[src/rtl/mul_arbiter.sv]
// Round-robin front end for one shared 32x32 signed pipelined multiplier.
// Grants at most one requester per cycle, registers its operands into the
// multiplier and carries a valid/ID tag alongside the product so the result
// can be steered back to its originator.
module mul_arbiter #(
   parameter int unsigned NREQ        = 4,
   parameter int unsigned MUL_LATENCY = 4,
   parameter int unsigned ID_W        = 2
) (
   input  logic                 clk,
   input  logic                 rst,
   input  logic [NREQ-1:0]      req_valid,
   output logic [NREQ-1:0]      req_ready,
   input  logic [32*NREQ-1:0]   req_a,
   input  logic [32*NREQ-1:0]   req_b,
   output logic [NREQ-1:0]      res_valid,
   output logic [ID_W-1:0]      res_id,
   output logic [63:0]          res_p,
   output logic [31:0]          mul_a,
   output logic [31:0]          mul_b,
   input  logic [63:0]          mul_p,
   output logic                 busy,
   output logic [31:0]          issue_count
);

   logic [ID_W-1:0]  rr_ptr;
   logic [ID_W-1:0]  gnt_idx;
   logic [ID_W-1:0]  cand_id;
   logic             gnt_found;
   logic             transfer;
   int               cand;
   logic [31:0]      sel_a;
   logic [31:0]      sel_b;

   // Tag stage i describes the operation that entered the multiplier i edges ago.
   logic [MUL_LATENCY:0] tag_valid;
   logic [ID_W-1:0]      tag_id [MUL_LATENCY+1];

   // Search rr_ptr+1, rr_ptr+2, ... wrapping at NREQ (not 2^ID_W) for the first valid.
   always_comb begin
      gnt_found = 1'b0;
      gnt_idx   = '0;
      cand      = 0;
      cand_id   = '0;
      for (int k = 1; k <= int'(NREQ); k++) begin
         cand    = (int'(rr_ptr) + k) % int'(NREQ);
         cand_id = cand[ID_W-1:0];
         if (!gnt_found && req_valid[cand_id]) begin
            gnt_found = 1'b1;
            gnt_idx   = cand_id;
         end
      end
   end

   // One-hot ready; suppressed during reset so nothing is accepted then.
   always_comb begin
      req_ready = '0;
      transfer  = gnt_found && !rst;
      if (transfer) begin
         req_ready[gnt_idx] = 1'b1;
      end
      sel_a = req_a[int'(gnt_idx)*32 +: 32];
      sel_b = req_b[int'(gnt_idx)*32 +: 32];
   end

   // Operand register, round-robin pointer and accepted-request counter.
   always_ff @(posedge clk or posedge rst) begin
      if (rst) begin
         mul_a       <= '0;
         mul_b       <= '0;
         rr_ptr      <= ID_W'(NREQ - 1);
         issue_count <= '0;
      end else if (transfer) begin
         mul_a       <= sel_a;
         mul_b       <= sel_b;
         rr_ptr      <= gnt_idx;
         issue_count <= issue_count + 32'd1;
      end
   end

   // Tag pipeline shifts every cycle; the multiplier cannot stall.
   always_ff @(posedge clk or posedge rst) begin
      if (rst) begin
         tag_valid <= '0;
         for (int i = 0; i <= int'(MUL_LATENCY); i++) begin
            tag_id[i] <= '0;
         end
      end else begin
         tag_valid <= {tag_valid[MUL_LATENCY-1:0], transfer};
         tag_id[0] <= gnt_idx;
         for (int i = 1; i <= int'(MUL_LATENCY); i++) begin
            tag_id[i] <= tag_id[i-1];
         end
      end
   end

   // Result steering: last tag stage lines up with the multiplier output.
   always_comb begin
      res_valid = '0;
      for (int i = 0; i < int'(NREQ); i++) begin
         res_valid[i] = tag_valid[MUL_LATENCY] && (tag_id[MUL_LATENCY] == ID_W'(i));
      end
      res_id = tag_id[MUL_LATENCY];
      res_p  = mul_p;
      busy   = |tag_valid;
   end

endmodule

[config.mk]
export PLATFORM = sky130hd
export DESIGN_NAME = mul_arbiter
export DESIGN_NICKNAME = d
export VERILOG_FILES = /design/src/rtl/mul_arbiter.sv
export SDC_FILE = /design/constraint.sdc
export NUM_CORES = 1
export LEC_CHECK = 0
export CAP_MARGIN = 20
export CORE_AREA = 2 2 193 195
export DETAILED_ROUTE_END_ITERATION = 8
export DIE_AREA = 0 0 195 197
export PLACE_DENSITY = 0.61
export SLEW_MARGIN = 25
export SYNTH_ARGS = -nofsm -noshare
export SYNTH_HDL_FRONTEND = slang
export SYNTH_SLANG_ARGS = --single-unit
[constraint.sdc]
create_clock -name clk -period 4.89 [get_ports clk]
set_clock_uncertainty 0.05 [all_clocks]
set_input_delay 0.978 -clock clk [delete_from_list [all_inputs] [get_ports clk]]
set_output_delay 0.978 -clock clk [all_outputs]
set_load 0.02 [all_outputs]
# Word level (Yosys, flattened, before mapping)
# Index checks and enable logic that the tools add are counted.
word_totals:
  reg_bits: 113
  inputBits: 326
  output_inout_bits: 171
  elab_cells: 60
op_classes:
  addsub: 5
  order_cmp: 6
  n_eq_ne: 3
  shift: 2
  mux: 19
  n_reduce_logical: 15
ops:
  columns: ["op", "n"]
  rows:
  - ["variable part select 128 x 8 -> 32 bit", 2]
  - ["adder 32 x 1 -> 32 bit (second input constant)", 1]
  - ["less-than comparator 2 x 3 -> 1 bit (second input constant)", 5]
  - ["logical AND 1 bit", 9]
  - ["two-way mux 1 bit", 9]
  - ["binary-select mux 1 bit (select 2 bit)", 4]
  - ["two-way mux 2 bit", 4]
  - ["OR reduction 5 bit", 1]
  - ["adder 2 x 1 -> 2 bit (second input constant)", 2]
  - ["adder 2 bit (second input constant)", 2]
  - ["equality test 2 bit (second input constant)", 2]
  - ["zero test 1 bit", 4]
  - ["two-way mux 4 bit", 1]
  - ["demux 1 bit (select 2 bit)", 1]
  - ["equality test 2 x 1 -> 1 bit (second input constant)", 1]
  - [">= comparator 2 x 1 -> 1 bit (second input constant)", 1]
  - ["zero test 2 bit", 1]

# Logic depth before layout (Yosys ltp)
# Gate-level depths: netlist (run 1).
logic_depth:
  depth_word: 18
  ltp_mapped: 8
  mapped_depth_nobuf: 6

# Worst setup path before layout (run 1)
# No wires, ideal clock.
synth_timing:
  kind: "in2out"
  from: "input port req_valid[2]"
  to: "output port req_ready[1]"
  arrival_time_ns: 2.391
  t_required_ns: 3.862
  slack_ns: 1.471
  cell_stages: 6
  n_path_buf: 2
  cell_sequence: "or3b_1 > o21ai_2 > a21oi_4 > buf_6 > buf_4 > nor3_1"
synth_between:
  elab_chain_cells: 17
  elab_cells_between_ends: 29
  classes_between: "order compare: 2; mux: 19; reduce/logical: 8"
synth_lines:
  columns: ["element", "line_no", "text"]
  rows:
  - ["start, declared", "12", "input logic [NREQ-1:0] req_valid,"]
  - ["binary-select mux 1 bit (select 2 bit)", "48", "if (!gnt_found && req_valid[cand_id]) begin"]
  - ["two-way mux 1 bit (not written as such)", "48", null]
  - ["two-way mux 1 bit", "48", null]
  - ["zero test 1 bit", "48", null]
  - ["logical AND 1 bit", "48", null]
  - ["two-way mux 1 bit", "48", null]
  - ["zero test 1 bit", "48", null]
  - ["logical AND 1 bit", "48", null]
  - ["two-way mux 1 bit", "48", null]
  - ["zero test 1 bit", "48", null]
  - ["logical AND 1 bit", "48", null]
  - ["two-way mux 2 bit", "48", null]
  - ["less-than comparator 2 x 3 -> 1 bit (not written as such) or >= comparator 2 x 1 -> 1 bit (tied branches)", "60", "req_ready[gnt_idx] = 1'b1;"]
  - ["logical AND 1 bit (not written as such)", "60", null]
  - ["two-way mux 1 bit (not written as such)", "60", null]
  - ["demux 1 bit (select 2 bit)", "60", null]
  - ["two-way mux 4 bit *", "59", "if (transfer) begin"]
  - ["end, declared", "13", "output logic [NREQ-1:0] req_ready,"]
# Every way passes the cells marked *; elsewhere a longest branch is shown, timed or not. The select of a mux whose other input is x is not followed.

# Worst setup path in the final report (run 1)
layout_timing:
  from: "input port req_valid[1]"
  to: "output port req_ready[2]"
# Same word-level chain as after synthesis.

==> impl_results.md, run 1 <==
- Critical Path End Type: output port
- Largest net degree at the start of global routing: 66
- Vias in the first global route: 7026
- Status: completed
- Critical path data required time: 3860 ps
- Longest Clk Path Bufs: 2
- Remaining global-route overflow: 0
- Mapped Cells: 753
- Post-synthesis register bit count: 113
- FF-to-FF Start: rr_ptr[1]
- Distinct cells, synth: a little over 40
- Most common cell on crit path: clkdlybuf4s50_1
- Crit Path Max Fanout: 4
- Max cap viols: 0
- Post-CTS Setup Bufs: 0
- Yosys top cell by area: dfrtp_1
- Num ports: 497
- CP max-delay cell: clkdlybuf4s50_1
- Max Clk Rate: around 230 MHz
- Total iterations of the first detailed-routing run: 4
- Area contributors post-synth: dfrtp_1, a211oi_1, mux2i_1
- Fill cells: 3854
- Crit path DAT: 3300 ps
- Min-Delay Startpoint: tag_id[8]
- Synth warn: 0
- Final Setup Violations: 0
- Mean Syn Cell Area: between 9 and 10 sq um
- Leakage: 4.488 nW
- Final Hold Viols: 0
- Reg area: 2830 sq um
- Fin cells: 1510
- Drt wl/cell: ~18 microns
- Via count: 6718
- Max-slew violation count: 0
- Row count: 70
- Routed WL: 26760 microns
- Cts-stage hold buffer count: 0
- Port bufs: 368
- Resize count post-CTS: 0
- RSZ-0062 raised after global routing: no
- Fin nets: 1356
- GRT Total Usage: between 10% and 20%
- DR vias/cell: 4.449
- Commonest non-fill, non-tap cells in the layout: clkdlybuf4s50_1, a211oi_1, dfrtp_1
- Total power draw: between 4 and 5 mW
- Initial antenna violation count: 0
- First-pass GRT wire length: between 40000 and 50000 microns
- Initial drt markers: 176
- Syn Std Cell Area: 7149 sq um
- Worst-Skew Late Latency: 420 ps
- Crit path largest cell delay: about 700 ps
- Post-synthesis sequential area ratio: 39.59%
- Slew @ Worst Pin: 997.2 ps
- Fin Setup TNS: 0 ps
- CORE AREA: 36260 sq um
- DPL Wire Length: 19100 microns
- Ys async rst share: 100.0%
- Max IR drop VDD: 0.2337 mV
- Clk root buf: clkbuf_16
- Synth Net Count: around 1100
- RePlAce Congestion: 0.8398
- Area taken by multi-input logic gates: 3279 sq um
- Share of Yosys cell area claimed by the top area cell type: 38.85%
- Die area: between 30000 and 40000 sq um
- Reg clk slew, reported paths: 60 ps
- Synth Flop Type: dfrtp_1
- Min-Delay Path Class: reg2reg
- Chip Width: 195 microns
- Tcrit/Tclk final: 88.55%
- P&R area growth vs syn: 58.31%
- # H-tree levels: 4
- Antenna fix cells: 0
- Fin area: 11320 sq um
- Detail Route Antenna Nets: 0
- Number of synthesized flops with an enable pin: 0
- CP startpoint: req_valid[1]
- Clk sinks: between 100 and 150
- Most common cell after layout, fill and taps aside: clkdlybuf4s50_1
- Minimum clock period: ~4300 ps
- Cell Area, Placed: 10750 sq um
- Share of cells above drive strength 1: 7.869%
- Max transition margin: 33.52%
- CP Cell Sequence: clkdlybuf4s50_1 > nor2_2 > o22ai_1 > or4_4 > nor2_1 > clkdlybuf4s50_1
- Height of the die: 197 microns
- Num CTS Buffers: 17
- PwrDens: 365.5 nW/um^2
- Starting density of the core: 19.72%
- CTS tree: yes
- Dpl cells: 1478
- Post-route DRC: 0
- Startpoint types: input pin
- WS Path Type: in2out
flip-flops by register name (all words and copies together), names as in the netlist:
| name | flops |
|---|---|
| mul_a | 32 |
| tag_id | 8 |
| issue_count | 32 |
| tag_valid | 5 |
| mul_b | 32 |
| rr_ptr | 2 |
| res_id | 2 |
metrics by stage:
step / utilization (%) / worst slack [ps] / hold WS, ps
4_1_cts: 31.21 / 544.4 / 297.3
5_1_grt: 31.21 / 509.7 / 303.6
3_5_place_dp: 29.64 / 582.1 / 284.7
3_3_place_gp: 29.64 / 589.4 / 281.1
6_report: 31.21 / 559.8 / 295.7
2_1_floorplan: - / 878.0 / 281.2
worst max-delay path: cells and delay by family:
kind / cells / cell delay [ps]
AOI/OAI and AO/OA: 1 / 150
and+or+nand+nor: 3 / 970
buffers and inverters: 2 / 1200
area by class of cell:
type	instances	area share (%)
Clock buffer	23	4.311
Clock inverter	9	0.7296
Inverter	70	2.355
Multi-Input combinational cell	447	28.97
Sequential cell	113	25.01
Tap cell	468	5.174
Timing Repair Buffer	380	33.45
report_power, final:
| part | switching [mW] | total (mW) | internal, mW |
|---|---|---|---|
| logic | 0.867 | 1.64 | 0.772 |
| clock network | 0.466 | 1.22 | 0.750 |
| registers | 0.141 | 1.28 | 1.14 |
| total | 1.47 | 4.14 | 2.66 |
cells by family after synthesis:
family / count (synthesis) / share of synthesized area (%)
fa+ha+maj: 1 / 0.1750
simple gates: 150 / 9.451
compound gates: 200 / 23.07
mux: 65 / 9.100
flops: 113 / 39.59
xor+xnor: 31 / 3.798
buf+inv: 193 / 14.82
Yosys cell counts (2+ instances only):
master and n:
nand4_1 6, xor2_1 14, nand3_1 14, inv_2 2, dfstp_2 2, nor3_1 11
mux2i_1 65, nor4_1 3, a211oi_2 26, nand2_1 23, xnor2_1 17, and3_1 4
buf_2 7, buf_1 2, dfrtp_1 111, a211oi_1 166, buf_6 9, inv_1 68
clkbuf_1 36, nor2_1 77, buf_4 69, nor3b_1 2
final timing paths:
path,to,slack (ps),depth (start not counted)
worst max-delay path,req_ready[2],560,6
worst min-delay path,tag_id[6],300,0
worst min register to register,tag_id[6],300,0
max in group asynchronous,mul_b[10],2910,3
min in group asynchronous,issue_count[10],1060,2
worst max register to register,mul_b[22],2140,7
routing by layer:
metal	up-vias	track usage [%]	wire length, microns
li1	3180	-	-
met1	3183	16.21	10840
met2	309	23.65	12980
met3	46	4.706	2195
met4	0	6.418	752
met5	-	0	0
Note: power is estimated with default switching activity, not from simulation.
==> inputs of run 2 (changes only) <==
--- a/config.mk
+++ b/config.mk
@@ -5,6 +5,7 @@
 export SDC_FILE = /design/constraint.sdc
 export NUM_CORES = 1
 export LEC_CHECK = 0
+export ABC_AREA = 0
 export CAP_MARGIN = 20
 export CORE_AREA = 2 2 193 195
 export DETAILED_ROUTE_END_ITERATION = 8
==> results of run 2 <==
The final DEF is identical to that of run 1; final timing and power are the same.
